==> src/rtl/snake_pkg.sv <==
// Shared VGA timing package.
// Holds the default 640x480@60 timing constants, the derived line/frame
// totals and the coordinate widths, so the pixel renderer and the timing
// generator agree on geometry without duplicating numbers.
package snake_pkg;

  // Default horizontal timing, in pixel clocks.
  localparam int DEF_H_VISIBLE = 640;
  localparam int DEF_H_FRONT   = 16;
  localparam int DEF_H_SYNC    = 96;
  localparam int DEF_H_BACK    = 48;

  // Default vertical timing, in lines.
  localparam int DEF_V_VISIBLE = 480;
  localparam int DEF_V_FRONT   = 10;
  localparam int DEF_V_SYNC    = 2;
  localparam int DEF_V_BACK    = 33;

  // Derived totals: 800 clocks per line, 525 lines per frame.
  localparam int DEF_H_TOTAL = DEF_H_VISIBLE + DEF_H_FRONT + DEF_H_SYNC + DEF_H_BACK;
  localparam int DEF_V_TOTAL = DEF_V_VISIBLE + DEF_V_FRONT + DEF_V_SYNC + DEF_V_BACK;

  // Counter and coordinate widths.
  localparam int CNT_W = 10;
  localparam int X_W   = 10;
  localparam int Y_W   = 9;

  typedef logic [CNT_W-1:0] cnt_t;

  // Inclusive range test used for the sync-pulse windows.
  function automatic logic in_range(input cnt_t v, input cnt_t lo, input cnt_t hi);
    return (v >= lo) && (v <= hi);
  endfunction

endpackage

==> src/rtl/vga_timing.sv <==
// VGA timing generator.
// Free-running horizontal/vertical counters driven by the pixel clock, with
// all outputs registered from the counter values present before each edge
// (fixed one-clock latency from counter to output).
//
// Ports:
//   clk_25M     in   pixel clock
//   rst_n       in   asynchronous active-low reset
//   hsync       out  horizontal sync, active-low
//   vsync       out  vertical sync, active-low
//   video_on    out  high while the current pixel is visible
//   x [9:0]     out  visible column, 0 when blanked
//   y [8:0]     out  visible row, 0 when blanked
//   frame_start out  one-clock pulse at pixel (0,0)
//   line_end    out  one-clock pulse on the last clock of every line
module vga_timing
  import snake_pkg::*;
#(
  parameter int H_VISIBLE = DEF_H_VISIBLE,
  parameter int H_FRONT   = DEF_H_FRONT,
  parameter int H_SYNC    = DEF_H_SYNC,
  parameter int H_BACK    = DEF_H_BACK,
  parameter int V_VISIBLE = DEF_V_VISIBLE,
  parameter int V_FRONT   = DEF_V_FRONT,
  parameter int V_SYNC    = DEF_V_SYNC,
  parameter int V_BACK    = DEF_V_BACK
) (
  input  logic           clk_25M,
  input  logic           rst_n,
  output logic           hsync,
  output logic           vsync,
  output logic           video_on,
  output logic [X_W-1:0] x,
  output logic [Y_W-1:0] y,
  output logic           frame_start,
  output logic           line_end
);

  localparam int H_TOTAL = H_VISIBLE + H_FRONT + H_SYNC + H_BACK;
  localparam int V_TOTAL = V_VISIBLE + V_FRONT + V_SYNC + V_BACK;

  localparam cnt_t H_LAST = cnt_t'(H_TOTAL - 1);
  localparam cnt_t V_LAST = cnt_t'(V_TOTAL - 1);
  localparam cnt_t H_VIS  = cnt_t'(H_VISIBLE);
  localparam cnt_t V_VIS  = cnt_t'(V_VISIBLE);
  localparam cnt_t HS_LO  = cnt_t'(H_VISIBLE + H_FRONT);
  localparam cnt_t HS_HI  = cnt_t'(H_VISIBLE + H_FRONT + H_SYNC - 1);
  localparam cnt_t VS_LO  = cnt_t'(V_VISIBLE + V_FRONT);
  localparam cnt_t VS_HI  = cnt_t'(V_VISIBLE + V_FRONT + V_SYNC - 1);

  cnt_t           h_cnt_q, h_cnt_d;
  cnt_t           v_cnt_q, v_cnt_d;
  logic           h_wrap_s;

  logic           hsync_q, hsync_d;
  logic           vsync_q, vsync_d;
  logic           video_on_q, video_on_d;
  logic [X_W-1:0] x_q, x_d;
  logic [Y_W-1:0] y_q, y_d;
  logic           frame_start_q, frame_start_d;
  logic           line_end_q, line_end_d;

  // Counter next state: wrap by explicit compare, vertical steps only on horizontal wrap.
  always_comb begin
    h_wrap_s = (h_cnt_q == H_LAST);
    if (h_wrap_s) begin
      h_cnt_d = 10'd0;
      if (v_cnt_q == V_LAST) begin
        v_cnt_d = 10'd0;
      end else begin
        v_cnt_d = v_cnt_q + 10'd1;
      end
    end else begin
      h_cnt_d = h_cnt_q + 10'd1;
      v_cnt_d = v_cnt_q;
    end
  end

  // Output decode from the current counter values; registered below.
  always_comb begin
    video_on_d    = (h_cnt_q < H_VIS) && (v_cnt_q < V_VIS);
    hsync_d       = ~in_range(h_cnt_q, HS_LO, HS_HI);
    vsync_d       = ~in_range(v_cnt_q, VS_LO, VS_HI);
    frame_start_d = (h_cnt_q == 10'd0) && (v_cnt_q == 10'd0);
    line_end_d    = h_wrap_s;
    if (video_on_d) begin
      x_d = h_cnt_q;
      y_d = v_cnt_q[Y_W-1:0];
    end else begin
      x_d = 10'd0;
      y_d = 9'd0;
    end
  end

  // Counter and output registers; reset restarts the raster at (0,0) with syncs idle.
  always_ff @(posedge clk_25M or negedge rst_n) begin
    if (!rst_n) begin
      h_cnt_q       <= 10'd0;
      v_cnt_q       <= 10'd0;
      hsync_q       <= 1'b1;
      vsync_q       <= 1'b1;
      video_on_q    <= 1'b0;
      x_q           <= 10'd0;
      y_q           <= 9'd0;
      frame_start_q <= 1'b0;
      line_end_q    <= 1'b0;
    end else begin
      h_cnt_q       <= h_cnt_d;
      v_cnt_q       <= v_cnt_d;
      hsync_q       <= hsync_d;
      vsync_q       <= vsync_d;
      video_on_q    <= video_on_d;
      x_q           <= x_d;
      y_q           <= y_d;
      frame_start_q <= frame_start_d;
      line_end_q    <= line_end_d;
    end
  end

  assign hsync       = hsync_q;
  assign vsync       = vsync_q;
  assign video_on    = video_on_q;
  assign x           = x_q;
  assign y           = y_q;
  assign frame_start = frame_start_q;
  assign line_end    = line_end_q;

endmodule

==> config.mk <==
export PLATFORM = sky130hd
export DESIGN_NAME = vga_timing
export DESIGN_NICKNAME = d
export VERILOG_FILES = /design/src/rtl/snake_pkg.sv /design/src/rtl/vga_timing.sv
export SDC_FILE = /design/constraint.sdc
export NUM_CORES = 1
export LEC_CHECK = 0
export ABC_AREA = 1
export ABC_CLOCK_PERIOD_IN_PS = 1310
export CAP_MARGIN = 20
export CORE_MARGIN = 3
export CORE_UTILIZATION = 49
export DETAILED_ROUTE_END_ITERATION = 8
export HOLD_SLACK_MARGIN = 0.12
export PLACE_DENSITY = 0.75
export SLEW_MARGIN = 10
export SYNTH_ARGS = -nofsm -noshare
export SYNTH_HDL_FRONTEND = slang
export SYNTH_SLANG_ARGS = --single-unit
==> constraint.sdc <==
create_clock -name clk_25M -period 1.31 [get_ports clk_25M]
set_input_delay 0.262 -clock clk_25M [delete_from_list [all_inputs] [get_ports clk_25M]]
set_output_delay 0.262 -clock clk_25M [all_outputs]
set_load 0.05 [all_outputs]
# After elaboration in Yosys (flattened, before gate mapping)
# Index checks and enable logic that the tools add are counted.
# op_classes
addsub	2
magnitude_cmp	6
eq_ne	2
n_mux	4
bitwise	2
n_reduce_logical	6
# ops
operator	n
10-bit 2-to-1 mux	3
10-bit by 1-bit adder with 10-bit output (second input constant)	2
10-bit == test (second input constant)	2
10-bit logical NOT	2
10-bit greater-or-equal comparator (second input constant)	1
10-bit by 9-bit greater-or-equal comparator with 1-bit output (second input constant)	1
10-bit less-or-equal comparator (second input constant)	1
10-bit by 9-bit less-or-equal comparator with 1-bit output (second input constant)	1
10-bit < comparator (second input constant)	1
10-bit by 9-bit < comparator with 1-bit output (second input constant)	1
9-bit 2-to-1 mux	1
1-bit logical AND	4
1-bit inverter	2
# totals
ff_bits	44
output_inout_bits	24

# Depth between registers and ports, before layout
# Gate-level depths: netlist of run 1.
# depth
ltp_word	3
ltp_mapped	8
mapped_depth_nobuf	8

# Least setup slack after synthesis of run 1
# OpenSTA, ideal clock, no wires.
# synth_path
kind	register -> register
start	reg h_cnt_q[0]
end	reg v_cnt_q[3]
setup_ns	0.116
arrival_ns	1.164
path_slack_ns	0.029
path_stages_with_launch	7
synth_period_minus_slack_ns	1.281
cell_sequence	dfrtp_1 -> ha_1 -> nand3_4 -> nor3_4 -> inv_1 -> nand2_1 -> nand2_1
# synth_between
elab_chain_len	1
# synth_rtl
item	line_no	source
from (decl)	vga_timing.sv:51	cnt_t h_cnt_q, h_cnt_d;
from (signal assigned)	vga_timing.sv:108	h_cnt_q <= h_cnt_d;
10-bit == test	vga_timing.sv:65	h_wrap_s = (h_cnt_q == H_LAST);
to (signal assigned)	vga_timing.sv:109	v_cnt_q <= v_cnt_d;
to (decl)	vga_timing.sv:52	cnt_t v_cnt_q, v_cnt_d;
# No other way between the ends.
# A chain may end at the register's enable or synchronous reset.

# Worst setup path after layout of run 1
# layout_path
start	reg h_cnt_q[1]
end	reg v_cnt_q[4]
# The elaborated chain is that of the path after synthesis.

==> impl_metrics.ini, run 1 <==
[run_status]
status = complete, but fails checks
violations = setup timing

[floorplanning]
die-area_mm2 = 0.00485
ios = 26
start_util_pct = 52.6
core-area_mm2 = 0.00377
die_h_um = 69.6
num_rows = 22
fp.dieW_um = 69.6

[global_route]
grt_pass1_wl_mm = 7.68
grt_pass1_vias = 1630
grt_max_degree = 19
track_usage_pct = 20.0
overflow = 0
antenna_found_initial = 0

[placed_design]
io_buffers = 25
dp.cells = 309
routabilityCongestion = 0.888
hpwl_mm = 3.04

[power_and_ir_drop]
ir_drop_mv = 0.649
power_mw = 2.43
p_leak_nw = 1.47
power_density_mw_per_mm2 = 813

[sta]
hold_viol = 0
fin_crit_ns = 1.32
worst-slew-pin-transition_ns = 0.371
timing.final.crit_share_pct = 101
fmax_mhz = 758
setup_ws_ns = -0.00990
finalMaxSlewViolations = 0
finalSetupViolCount = 2
rsz0062_at_grt = yes
finalSetupTns_ns = -0.0186
skew_ns = 0.00630
slew-limit-headroom_pct = 75.3

[logic_synthesis]
synthSimpleGateAreaFrac_pct = 28.1
synth.avg_cell_area_um2 = 8.97
ys_seq_elements = 44
synth_xor_area_share_pct = 3.09
synth_nets = 227
synth_mux_area_share_pct = 0
mappedNetlistArea_mm2 = 0.00198
ys_seq_area_share_pct = 55.6
synth-compound-area-share_pct = 3.41
synth_cell_types = 23
synth_warnings = 0
synthAdderAreaFrac_pct = 2.52
synth_top_family_by_area = simple AND/OR/NAND/NOR gates
synthCells = 221

[clock_network]
cts_root_buffer = clkbuf_8
cts_tree = built
insertion_delay_ns = 0.31
htree_levels = 2
path_clk_slew_ns = 0.08
numCtsBuffers = 5
cts_num_sinks = 44
max-clock-path-buffers = 2

[worst_setup_path]
crit_path_start_kind = flip-flop
slowest_delay_ns = 0.41
arrival_ns = 1.54
criticalPathCategory = reg -> reg
path_max_fanout = 7
cp.required_ns = 1.53
regToRegSetupSlack_ns = -0.01
crit_chain = ha_4, nand3_4, nor3_4, buf_6, nand3_2, o21ai_1
critPathCaptureType = flip-flop
crit_slowest_cell = dfrtp_1

[hold_path]
holdCritPathClass = in -> async

[route]
via_count = 1707
routedWlPerCell_um = 14.5
drc = 0
drtAntennaViolNets = 0
drtIter0Drc = 147
viasPerCell = 5.16
detail_route.first_pass.iterations = 5
wirelength_mm = 4.79

[finish]
fin_cells = 331
area_growth_pct = 50.6
antennaDiodeCount = 0
final_util_pct = 79.2
layout.nets = 288
drive_gt1_share_pct = 35.7
n_fill_cell = 201

[run]
maxCapViolCount = 0
[synthesized netlist by cell type, drive strengths merged]
cell type  instances  area [µm²]
a21oi              6        30.0
buf                2        16.3
dfrtp             42        1050
dfstp              2        52.6
ha                 4        50.1
inv               34         128
nand2             35         134
nand3             13        87.6
nand3b             1        7.51
nand4              9        71.3
nor2              52         210
nor3               7        46.3
o211ai             1        7.51
o21ai              6        30.0
xor2               7        61.3
[layout make-up]
type / count / area [µm²] / area share (%)
Tap cell: 48 / 60.1 / 2.01
Timing Repair Buffer: 56 / 744 / 24.9
Clock buffer: 5 / 68.8 / 2.30
Clock inverter: 3 / 42.5 / 1.42
Sequential cell: 44 / 1110 / 37.1
Inverter: 34 / 130 / 4.36
Multi-Input combinational cell: 141 / 833 / 27.9
[stage by stage]
step | hold WS, ns | setup slack (ns) | area (µm²)
floorplan | -0.0336 | 0.0293 | 1980
detailed placement | 0.191 | -0.0893 | 2650
finish | 0.394 | -0.00990 | 2990
global placement | 0.193 | -0.0636 | 2650
CTS | 0.408 | 0.000727 | 2880
global route | 0.449 | -0.0801 | 2990
[power breakdown]
part	internal [mW]	total [mW]	switching [mW]	leakage (nW)
logic	0.0127	0.0396	0.0269	0.842
clock network	0.564	1.03	0.468	0.0541
registers	1.36	1.36	0	0.575
total	1.93	2.43	0.495	1.47
[layout by cell type, fill, tap and decap left out, types with 3 or more instances in the layout]
master,count
buf_4,26
xor2_1,7
nor2_4,4
inv_2,6
o21ai_0,3
nand2_1,32
nand4_1,8
dfrtp_2,3
o21ai_1,3
buf_6,3
nand3_1,7
buf_12,25
nor3_1,5
a21oi_1,6
inv_1,27
nor2_2,7
dfrtp_1,39
clkbuf_8,5
nand3_2,4
nor2_1,41
[kinds of logic after synthesis]
| kind of cell | count (synthesis) |
|---|---|
| flops | 44 |
| compound gates | 13 |
| fa+ha+maj | 4 |
| simple gates | 117 |
| xor+xnor | 7 |
| buf+inv | 36 |
[worst max-delay path, delay by kind of cell (launching register included)]
family	cells	cell delay, ns
AND/OR/NAND/NOR	3	0.43
buffers and inverters	1	0.15
AO/OA/AOI/OAI	1	0.08
flip-flops	1	0.41
adder cells (fa/ha/maj)	1	0.17
[worst paths after layout]
path | depth (start not counted) | end | startpoint
setup / recovery | 6 | v_cnt_q[4] | h_cnt_q[1]
min in group clk_25M | 2 | x[4] | h_cnt_q[4]
hold / removal | 2 | y[2] | rst_n
setup reg to reg | 6 | v_cnt_q[4] | h_cnt_q[1]
max in group asynchronous | 3 | v_cnt_q[4] | rst_n
hold reg to reg | 2 | x[4] | h_cnt_q[4]
[state kept, by name (all words and copies together), names as in the netlist]
register     flops
y                9
x               10
vsync            1
line_end         1
video_on         1
hsync            1
v_cnt_q         10
h_cnt_q         10
frame_start      1
[per-layer routing]
| layer | up-vias | global-route usage (%) | share of wire [%] |
|---|---|---|---|
| li1 | 813 | - | - |
| met1 | 795 | 26.5 | 42 |
| met4 | 0 | 6.17 | 2.7 |
| met5 | - | 0 | 0 |
| met2 | 80 | 32.2 | 49 |
| met3 | 19 | 5.36 | 6.7 |
[repair_timing]
action,CTS,global route
resized for setup,10,29
gates cloned,0,0
endpoints found under the hold margin,12,0
buffers inserted,10,3
hold buffers,1,0
setup endpoints to repair,16,19
pin swaps,4,11
Power figures use the tool's default switching activity.
==> run 2: changes to the inputs <==
--- a/config.mk
+++ b/config.mk
@@ -8,6 +8,7 @@
 export ABC_AREA = 1
 export ABC_CLOCK_PERIOD_IN_PS = 1310
 export CAP_MARGIN = 20
+export CORE_ASPECT_RATIO = 2
 export CORE_MARGIN = 3
 export CORE_UTILIZATION = 49
 export DETAILED_ROUTE_END_ITERATION = 8
==> run 2 against run 1 <==
Effect of this change:
- the run still ends with setup timing left
- via count shrank 0.23%
- first-iteration DRC count is 49% lower
- critical endpoint is now h_cnt_q[3]
- core utilization down 0.46 points
- clock-buffer cell count up 3
- worst hold slack improved by 0.088 ns
- maximum frequency is 5.6% lower
- critical path depth is the same
- flip-flop and latch count did not move
- register-to-register slack got worse by 0.08 ns
==> impl_metrics.ini, run 2 (synthesis gave the netlist of run 1 again) <==
[clock_network]
numCtsBuffers = 5
cts_root_buffer = clkbuf_8
path_clk_slew_ns = 0.08
cts_tree = built
cts_num_sinks = 44
max-clock-path-buffers = 2
insertion_delay_ns = 0.30
htree_levels = 2

[placed_design]
hpwl_mm = 3.48
place_area_mm2 = 0.00274
io_buffers = 25
routabilityCongestion = 0.918

[sta]
slew-limit-headroom_pct = 77.1
worst-slew-pin-transition_ns = 0.343
timing.final.crit_share_pct = 107
fin_crit_ns = 1.40
setup_ws_ns = -0.0878
hold_viol = 0
finalSetupTns_ns = -0.595
rsz0062_at_grt = yes
finalMaxSlewViolations = 0
finalSetupViolCount = 10
fmax_mhz = 715
skew_ns = 0.00792

[route]
routedWlPerCell_um = 15.5
via_count = 1703
detail_route.first_pass.iterations = 4
drc = 0
drtAntennaViolNets = 0
drtIter0Drc = 75
viasPerCell = 5.04
wirelength_mm = 5.23

[floorplanning]
num_rows = 32
die_h_um = 96.0
start_util_pct = 51.1
core-area_mm2 = 0.00388
ios = 26
die-area_mm2 = 0.00489
fp.dieW_um = 51.0

[finish]
fin_area_mm2 = 0.00306
antennaDiodeCount = 0
layout.nets = 292
area_growth_pct = 54.2
mostFrequentLayoutCell = nor2_1
layout_common_cells = 41 x nor2_1, 38 x dfrtp_1, 29 x nand2_1, 28 x buf_4, 27 x inv_1
drive_gt1_share_pct = 39.4

[global_route]
overflow = 0
grt_max_degree = 45
antenna_found_initial = 0
track_usage_pct = 22.1
grt_pass1_vias = 1766
grt_pass1_wl_mm = 7.91

[worst_setup_path]
cp.required_ns = 1.50
critPathCaptureType = flip-flop
r2r-end = h_cnt_q[3]
crit_path_start_kind = flip-flop
r2r_start = h_cnt_q[1]
slowest_delay_ns = 0.43
regToRegSetupSlack_ns = -0.09
criticalPathCategory = reg -> reg
crit_chain = ha_4, nand3_4, buf_6, nor2_4, buf_6, a21oi_2
path_common_cell = buf_6
reg2reg_depth = 6
crit_slowest_cell = dfrtp_1
arrival_ns = 1.59
path_max_fanout = 6

[power_and_ir_drop]
p_leak_nw = 1.49
power_density_mw_per_mm2 = 759
ir_drop_mv = 0.818
power_mw = 2.32

[run_status]
status = complete, but fails checks
violations = setup timing

[run]
maxCapViolCount = 0

[hold_path]
holdCritPathClass = in -> async
run 2: power by group:
group	internal [mW]	switching, mW	leakage [nW]
Sequential	1.36	0	0.572
Clock	0.482	0.448	0.0515
Combinational	0.00929	0.0263	0.865
Total	1.85	0.474	1.49
run 2: repair_timing:
action	in CTS	in global routing
gates resized for setup	7	42
pin swaps	3	8
cloned	0	1
endpoints found under the setup margin	15	20
endpoints found under the hold margin	42	0
hold buffers	1	0
setup buffers	1	5
run 2: layout make-up:
class	count	area, µm²
Tap cell	51	63.8
Sequential cell	44	1110
Fill cell	244	826
Inverter	34	130
Multi-Input combinational cell	142	876
Clock buffer	8	100
Timing Repair Buffer	59	779
run 2: layer usage:
metal | vias up | global-route usage, % | part of all wire [%]
li1 | 821 | - | -
met1 | 805 | 22.4 | 32
met2 | 58 | 41.6 | 59
met3 | 19 | 3.41 | 3.9
met4 | 0 | 12.1 | 4.4
met5 | - | 0 | 0
run 2: worst max path at each step:
stage / start / slack, ns / endpoint / cells past startpoint
2_1_floorplan: h_cnt_q[0] / 0.03 / v_cnt_q[3] / 6
3_3_place_gp: h_cnt_q[7] / -0.02 / v_cnt_q[8] / 6
3_5_place_dp: h_cnt_q[1] / -0.07 / v_cnt_q[3] / 6
4_1_cts: h_cnt_q[7] / -0.02 / h_cnt_q[5] / 6
5_1_grt: h_cnt_q[1] / -0.17 / v_cnt_q[0] / 6
6_report: h_cnt_q[1] / -0.09 / h_cnt_q[3] / 6
run 2: worst max-delay path, delay by kind of cell (launching register included):
| family | cells | cell delay (ns) |
|---|---|---|
| simple gates | 2 | 0.34 |
| fa+ha+maj | 1 | 0.17 |
| compound gates | 1 | 0.03 |
| flops | 1 | 0.43 |
| buf+inv | 2 | 0.31 |
run 2: stage by stage:
| step | hold WS, ns | setup slack (ns) | utilization (%) | cells |
|---|---|---|---|---|
| 6_report | 0.482 | -0.0878 | 78.7 | 338 |
| 5_1_grt | 0.526 | -0.172 | 78.7 | 338 |
| 4_1_cts | 0.488 | -0.0238 | 74.4 | 332 |
| 3_5_place_dp | 0.270 | -0.0665 | 70.7 | 322 |
| 3_3_place_gp | 0.256 | -0.0244 | 70.7 | 322 |
| 2_1_floorplan | -0.0336 | 0.0293 | - | 221 |
